`src/rtl/bcd_pkg.sv`:
```
// Shared BCD definitions: digit width/limits, serial-adder state encoding,
// decimal correction constant and an invalid-digit helper.
package bcd_pkg;

  localparam int BCD_DIGIT_W   = 4;
  localparam int BCD_MAX_DIGIT = 9;
  localparam int BCD_CORR      = 6;

  typedef enum logic [1:0] {
    IDLE = 2'd0,
    RUN  = 2'd1,
    DONE = 2'd2
  } bcd_state_e;

  function automatic logic bcd_invalid(input logic [BCD_DIGIT_W-1:0] d);
    return d > BCD_DIGIT_W'(BCD_MAX_DIGIT);
  endfunction

endpackage

```
`src/rtl/bcd_digit_add.sv`:
```
// Single-digit BCD adder: binary sum of two digits plus carry, corrected by
// +6 when the sum exceeds 9. Non-BCD inputs pass through the same formula.
module bcd_digit_add
  import bcd_pkg::*;
(
  input  logic [BCD_DIGIT_W-1:0] a_d,
  input  logic [BCD_DIGIT_W-1:0] b_d,
  input  logic                   c_in,
  output logic [BCD_DIGIT_W-1:0] s_d,
  output logic                   c_out
);

  logic [BCD_DIGIT_W:0] s_bin;
  logic [BCD_DIGIT_W:0] s_cor;

  always_comb begin
    s_bin = {1'b0, a_d} + {1'b0, b_d} + {{BCD_DIGIT_W{1'b0}}, c_in};
    s_cor = s_bin + (BCD_DIGIT_W+1)'(BCD_CORR);
    if (s_bin > (BCD_DIGIT_W+1)'(BCD_MAX_DIGIT)) begin
      s_d   = s_cor[BCD_DIGIT_W-1:0];
      c_out = 1'b1;
    end else begin
      s_d   = s_bin[BCD_DIGIT_W-1:0];
      c_out = 1'b0;
    end
  end

endmodule

```
`src/rtl/bcd_adder_serial.sv`:
```
// Digit-serial packed-BCD adder, LSD first, one digit per clock, start/done handshake.
// Optional invalid-digit flag enabled by defining BCD_ADD_INPUT_CHECK_EN.
module bcd_adder_serial
  import bcd_pkg::*;
#(
  parameter int NDIGITS = 4
) (
  input  logic                           clk,
  input  logic                           rst_n,
  input  logic                           start,
  input  logic [BCD_DIGIT_W*NDIGITS-1:0] a,
  input  logic [BCD_DIGIT_W*NDIGITS-1:0] b,
  input  logic                           cin,
  output logic                           busy,
  output logic                           done,
  output logic [BCD_DIGIT_W*NDIGITS-1:0] sum,
  output logic                           cout,
  output logic                           err
);

  localparam int W     = BCD_DIGIT_W * NDIGITS;
  localparam int IDX_W = (NDIGITS > 1) ? $clog2(NDIGITS) : 1;
  localparam logic [IDX_W-1:0] LAST = IDX_W'(NDIGITS - 1);

  bcd_state_e       state;
  logic [IDX_W-1:0] idx;
  logic             carry;
  logic [W-1:0]     a_q, b_q;

  logic [BCD_DIGIT_W-1:0] a_d, b_d, s_d;
  logic                   c_next;

  always_comb begin
    a_d = a_q[int'(idx)*BCD_DIGIT_W +: BCD_DIGIT_W];
    b_d = b_q[int'(idx)*BCD_DIGIT_W +: BCD_DIGIT_W];
  end

  // One digit slice, time-shared across all digit positions.
  bcd_digit_add u_dig (
    .a_d   (a_d),
    .b_d   (b_d),
    .c_in  (carry),
    .s_d   (s_d),
    .c_out (c_next)
  );

  always_ff @(posedge clk) begin
    if (!rst_n) begin
      state <= IDLE;
      idx   <= '0;
      carry <= 1'b0;
      a_q   <= '0;
      b_q   <= '0;
      sum   <= '0;
      cout  <= 1'b0;
      busy  <= 1'b0;
      done  <= 1'b0;
    end else begin
      done <= 1'b0;
      case (state)
        IDLE, DONE: begin
          if (start) begin
            a_q   <= a;
            b_q   <= b;
            carry <= cin;
            sum   <= '0;
            cout  <= 1'b0;
            idx   <= '0;
            busy  <= 1'b1;
            state <= RUN;
          end else begin
            state <= IDLE;
          end
        end
        RUN: begin
          sum[int'(idx)*BCD_DIGIT_W +: BCD_DIGIT_W] <= s_d;
          carry <= c_next;
          if (idx == LAST) begin
            cout  <= c_next;
            busy  <= 1'b0;
            done  <= 1'b1;
            state <= DONE;
          end else begin
            idx <= idx + IDX_W'(1);
          end
        end
        default: begin
          busy  <= 1'b0;
          state <= IDLE;
        end
      endcase
    end
  end

`ifdef BCD_ADD_INPUT_CHECK_EN
  logic err_q;

  // Sticky across the operation; cleared only by an accepted start.
  always_ff @(posedge clk) begin
    if (!rst_n)
      err_q <= 1'b0;
    else if (state != RUN && start)
      err_q <= 1'b0;
    else if (state == RUN && (bcd_invalid(a_d) || bcd_invalid(b_d)))
      err_q <= 1'b1;
  end

  assign err = err_q;
`else
  assign err = 1'b0;
`endif

endmodule

```
`config.mk`:
```
export PLATFORM = sky130hd
export DESIGN_NAME = bcd_adder_serial
export DESIGN_NICKNAME = d
export VERILOG_FILES = /design/src/rtl/bcd_pkg.sv /design/src/rtl/bcd_digit_add.sv /design/src/rtl/bcd_adder_serial.sv
export SDC_FILE = /design/constraint.sdc
export NUM_CORES = 1
export LEC_CHECK = 0
export BUFFER_PORTS_ARGS = -buffer_cell sky130_fd_sc_hd__buf_2
export CAP_MARGIN = 20
export CORE_ASPECT_RATIO = 0.9
export CORE_MARGIN = 5
export CORE_UTILIZATION = 34
export CTS_CLUSTER_DIAMETER = 30
export DETAILED_ROUTE_END_ITERATION = 7
export HOLD_SLACK_MARGIN = 0.03
export PLACE_DENSITY = 0.56
export SYNTH_ARGS = -nofsm -noshare
export SYNTH_HDL_FRONTEND = slang
export SYNTH_SLANG_ARGS = --single-unit
```
`constraint.sdc`:
```
create_clock -name clk -period 7.6 [get_ports clk]
set_clock_uncertainty 0.15 [all_clocks]
set_input_delay 2.28 -clock clk [delete_from_list [all_inputs] [get_ports clk]]
set_output_delay 2.28 -clock clk [all_outputs]
set_load 0.01 [all_outputs]
```
# Word level (Yosys, flattened, before mapping)
# Cells that the tools add are included.
[classes]
n_addsub = 5
order_cmp = 1
eq_ne = 6
n_shift = 4
mux = 20
n_reduce_logical = 9
[ops]
columns = ["cell", "count"]
rows = [
  ["negation 4 -> 33 bit", 1],
  ["variable shift 4 x 33 -> 16 bit, first input constant", 1],
  ["indexed part select 4 x 33 -> 16 bit", 1],
  ["case mux 16 bit (2 select lines)", 1],
  ["indexed part select 16 x 5 -> 4 bit", 2],
  ["bitwise mux 16 bit", 1],
  ["two-way mux 16 bit", 1],
  ["two-way mux 1 bit", 8],
  ["case mux 2 bit (2 select lines)", 2],
  ["AND reduction 2 bit", 4],
  ["two-way mux 2 bit", 3],
  ["inequality test 2 bit, second input constant", 3],
  ["case mux 1 bit (2 select lines)", 3],
  ["AND reduction 3 bit", 2],
  ["adder 4 x 4 -> 5 bit", 1],
  ["adder 5 x 1 -> 5 bit", 1],
  ["greater-than comparator 5 x 4 -> 1 bit, second input constant", 1],
  ["adder 4 x 3 -> 4 bit, second input constant", 1],
  ["equality test 2 bit, second input constant", 2],
  ["two-way mux 4 bit", 1],
  ["adder 2 x 1 -> 2 bit, second input constant", 1],
  ["equality test 2 x 1 -> 1 bit, second input constant", 1],
  ["logical NOT 2 bit", 1],
  ["nonzero test 2 bit", 1],
  ["OR reduction 2 bit", 1],
]
[totals]
ff_bits = 56
output_inout_bits = 20
word_cells = 54

# Longest topological paths before layout
[depth]
ltp_word = 8
mapped_depth = 12

# Hierarchy
# A second synthesis with hierarchy kept.
[hier_totals]
hier_cells = 273
hier_area_um2 = 2595.0
[modules_own_cells]
columns = ["mod", "n_inst", "cells_per_inst", "area_per_inst_um2", "seq_area_each_um2"]
rows = [
  ["bcd_adder_serial", 1, 251, 2383.5, 1121.1],
  ["bcd_digit_add", 1, 22, 211.5, 0.0],
]

# Worst setup path after synthesis
# OpenSTA, ideal clock, no wires.
[synth_path]
path_kind = "register to register"
start = "register idx[0]"
end = "register sum[2]"
setup_ns = 0.074
arrival_time_ns = 3.524
required_time_ns = 7.376
setup_slack_ns = 3.851
stages_incl_launch_ff = 13
synth_period_minus_slack_ns = 3.749
cell_sequence = "dfxtp_1 -> clkbuf_1 -> mux4_2 -> fa_1 -> fa_1 -> xnor2_1 -> ha_1 -> and2b_2 -> a31o_2 -> o31ai_4 -> mux2i_1 -> nand2_1 -> o21ai_0"
[synth_between]
elab_chain_cells = 8
word_cells_on_any_way = 12
[synth_rtl]
columns = ["item", "line_no", "text"]
rows = [
  ["start: declaration", "bcd_adder_serial.sv:26", "logic [IDX_W-1:0] idx;"],
  ["start signal: assignment", "bcd_adder_serial.sv:84", "idx <= idx + IDX_W'(1);"],
  ["indexed part select 16 x 5 -> 4 bit (on tied branches)", "bcd_adder_serial.sv:34, bcd_adder_serial.sv:35", ""],
  ["adder 4 x 4 -> 5 bit", "bcd_digit_add.sv:17", "s_bin = {1'b0, a_d} + {1'b0, b_d} + {{BCD_DIGIT_W{1'b0}}, c_in};"],
  ["adder 5 x 1 -> 5 bit", "bcd_digit_add.sv:17", ""],
  ["adder 4 x 3 -> 4 bit / greater-than comparator 5 x 4 -> 1 bit (equally long branches)", "bcd_digit_add.sv:18, bcd_digit_add.sv:19", ""],
  ["two-way mux 4 bit", "bcd_digit_add.sv:19", "if (s_bin > (BCD_DIGIT_W+1)'(BCD_MAX_DIGIT)) begin"],
  ["indexed part select 4 x 33 -> 16 bit", "bcd_adder_serial.sv:76", "sum[int'(idx)*BCD_DIGIT_W +: BCD_DIGIT_W] <= s_d;"],
  ["bitwise mux 16 bit *", "bcd_adder_serial.sv:76", ""],
  ["case mux 16 bit (2 select lines) *", "bcd_adder_serial.sv:60", "case (state)"],
  ["end signal: assignment", "bcd_adder_serial.sv:54", "sum <= '0;"],
  ["end signal: assignment", "bcd_adder_serial.sv:66", "sum <= '0;"],
  ["end signal: indexed assignment", "bcd_adder_serial.sv:76", ""],
  ["end: declaration", "bcd_adder_serial.sv:16", "output logic [BCD_DIGIT_W*NDIGITS-1:0] sum,"],
]
# Mark *: on every way between the ends. The rest lies on a longest branch, timed or not.
# A chain may end at the register's enable or synchronous reset.

# Worst setup path in the final report
[layout_path]
start = "register idx[0]"
end = "register sum[10]"
# Same word-level chain as after synthesis.

==> impl_metrics.py <==
metrics = {
    "status": {
        "run_status": "complete, no violations",
    },
    "placement": {
        "pre_cts_slack_ns": 3.292,
        "placedInstanceArea_um2": 2932,
        "dp_hpwl_um": 4196,
        "numPortBuffers": 54,
        "gp_congestion": 0.8004,
    },
    "timing": {
        "finalHoldViolations": 0,
        "worstMarginPinSlew_ns": 0.8997,
        "setup-tns-final_ns": 0,
        "relSlewSlack": 0.3994,
        "maxSlewViolCount": 0,
        "fin_ws_ns": 3.315,
        "setup_viol": 0,
        "rsz0062_at_grt": "no",
        "period_needed_ns": 4.285,
        "fin_crit_sh": 0.5638,
        "clock.fmax_mhz": 233.4,
    },
    "pwr": {
        "p_sw_uw": 157.2,
        "p_sw_frac": 0.2745,
        "p_comb_frac": 0.182,
        "power.total_uw": 572.6,
        "power.internal_uw": 415.4,
        "vdd_drop_max_mv": 0.09881,
        "power.leakage_uw": 0.001206,
        "powerDensity_nw_per_um2": 190.3,
        "power_frac_clock": 0.263,
        "seqPwrFrac": 0.555,
    },
    "synth": {
        "synth_top_family_by_area": "simple AND/OR/NAND/NOR gates",
        "syn_avg_cell_area_um2": 9.157,
        "synthCells": 289,
        "yosys_warnings": 0,
        "synthArstFlopShare": 0,
        "synth_cell_types": 41,
        "synthMuxAreaShare": 0.07187,
        "yosys_register_bits": 56,
        "synth_compound_area_frac": 0.1797,
        "synth_seq_area_share": 0.4236,
        "postSynthNetCount": 335,
        "synth-edff-count": 0,
        "synthSimpleGateAreaFrac": 0.2090,
        "netlist_area_um2": 2646,
        "synth_fa_ha_area_frac": 0.05296,
        "ys.flop_type": "dfxtp_1",
        "synth-xor-area-share": 0.006619,
    },
    "final_layout": {
        "design_area_um2": 3009,
        "nets": 377,
        "fin_util": 0.3969,
        "final_layout_size_suffix_gt1_frac": 0.2326,
        "final_common_cell": "nand2_1",
        "fillerInstances": 796,
        "n_antenna_cell": 0,
        "most-common-layout-cells": "nand2_1, dfxtp_1, buf_2",
        "area_delta_synth_final_pct": 13.71,
    },
    "floorplanning": {
        "core_um2": 7582,
        "die_height_um": 93.70,
        "initial_utilization": 0.3490,
        "dieWidth_um": 103.0,
        "rows": 30,
        "ios": 56,
        "die-area_um2": 9650,
    },
    "clocking": {
        "cts_tree": "done",
        "cts.sinks": 56,
        "clk_latency_ns": 0.29,
        "htree_levels": 2,
        "cts_hold_buf": 0,
        "clk_path_buf_depth": 2,
        "ctsRootBufferMaster": "clkbuf_8",
        "clk_pin_slew_worst_paths_ns": 0.09,
        "cts_resized": 0,
        "cts_setup_buffers": 0,
        "cts_buffers": 5,
    },
    "critical_path": {
        "critPathRequiredTime_ns": 7.68,
        "r2r_slack_ns": 3.32,
        "reg2reg_to": "sum[10]",
        "path_class": "reg2reg",
        "critical_path.startpoint_type": "flip-flop",
        "critPathMaxFanout": 19,
        "reg2reg_depth": 11,
        "reg2reg_from": "idx[0]",
        "critPathArrivalTime_ns": 4.36,
        "crit_path_end_kind": "flip-flop",
    },
    "routing": {
        "wl_per_cell_um": 13.62,
        "ant_nets": 0,
        "drt_iter0_drc": 44,
        "first_pass_iters": 4,
        "routed_wl_um": 5815,
        "drc": 0,
        "via_count": 2100,
        "via_per_inst": 4.918,
    },
    "global_routing": {
        "grt_pass1_vias": 2118,
        "grt_usage": 0.1271,
        "antenna_found_initial": 0,
        "grt-ovfl-total": 0,
        "grt_pass1_wl_um": 9908,
        "grt_max_degree": 59,
    },
    "hold_path": {
        "holdPathStages": 2,
        "hold_start": "b_q[6]",
        "worstHoldPathType": "reg2reg",
        "worstHoldEndpoint": "b_q[6]",
    },
    "job": {
        "cap_violations": 0,
    },
}
-- layout make-up --
type,count,area [um2],share of cell area
flip-flops and latches,56,1121,0.3726
multi-input cells,206,1383,0.4595
well taps,96,120.1,0.03992
repair buffers,56,285.3,0.09480
inverters,6,22.52,0.007484
clock inverters,1,5.005,0.001663
clock buffers,6,72.57,0.02412
-- per-stage QoR --
| step | hold WS, ns | std cells |
|---|---|---|
| 2_1_floorplan | 0.2902 | 289 |
| 3_5_place_dp | 0.3080 | 420 |
| 4_1_cts | 0.3214 | 427 |
| 3_3_place_gp | 0.3006 | 420 |
| 6_report | 0.3161 | 427 |
| 5_1_grt | 0.3437 | 427 |
-- critical path: stages, from the launching register on --
cell     delay (ns)
dfxtp_1        0.92
mux4_2         0.62
fa_1           0.45
fa_1           0.41
xnor2_1        0.17
ha_1           0.24
and2b_2        0.19
a31o_2         0.24
o31ai_4        0.25
mux2i_1        0.22
nand2_1        0.14
o21ai_0        0.21
-- power groups by stage --
stage | logic [uW] | clock network, uW | registers (uW)
floorplan | 81.6 | 0 | 320
global placement | 104 | 0 | 325
detailed placement | 105 | 0 | 325
CTS | 106 | 160 | 318
global route | 119 | 170 | 320
finish | 104 | 151 | 318
-- state kept, by name, indices dropped and copies added, names as in the netlist --
name and flops:
sum 16, idx 2, a_q 16, busy 1
state 2, carry 1, done 1, b_q 16
cout 1
-- synth_stat cells (all sizes together), types with 2 or more instances --
cell type	instances	area, um2
and2b	2	17.52
nor2b	11	68.82
clkbuf	15	76.33
xnor2	2	17.52
inv	6	22.52
nor2	5	18.77
o21ai	8	40.04
nand4	8	50.05
and3	3	18.77
or3	2	12.51
and4	2	17.52
a32oi	2	17.52
mux4	8	180.2
and2	2	13.77
dfxtp	56	1121
nand2b	2	12.51
fa	2	40.04
nand3	4	20.02
buf	4	22.52
ha	8	100.1
o31ai	2	28.78
nor3	2	10.01
a21oi	9	45.04
a22oi	6	45.04
a21boi	34	255.2
nand2	73	274.0
-- how the worst max path moves through the flow --
stage / startpoint / slack (ns) / depth (start not counted) / to
floorplan: idx[0] / 3.85 / 12 / sum[2]
global placement: idx[0] / 3.41 / 11 / sum[10]
detailed placement: idx[0] / 3.29 / 11 / sum[10]
CTS: idx[0] / 3.26 / 11 / sum[10]
global route: idx[0] / 2.98 / 11 / sum[2]
finish: idx[0] / 3.32 / 11 / sum[10]
-- logic make-up (layout without fill, tap and decap cells) --
logic type / after synthesis / count (layout)
AOI/OAI and AO/OA: 66 / 66
DFF: 56 / 56
muxes: 9 / 9
other: 1 / 1
xor gates and xnor gates: 2 / 2
buffers and inverters: 27 / 69
adders and majority gates: 10 / 10
and+or+nand+nor: 118 / 118
-- per-layer routing --
| layer | vias up | GRT usage | routed length (um) |
|---|---|---|---|
| li1 | 1079 | - | - |
| met1 | 977 | 0.1826 | 2852 |
| met2 | 42 | 0.1987 | 2646 |
| met3 | 2 | 0.02970 | 300 |
| met4 | 0 | 0.01726 | 14 |
| met5 | - | 0 | 0 |
(Power assumes the default switching activity.)
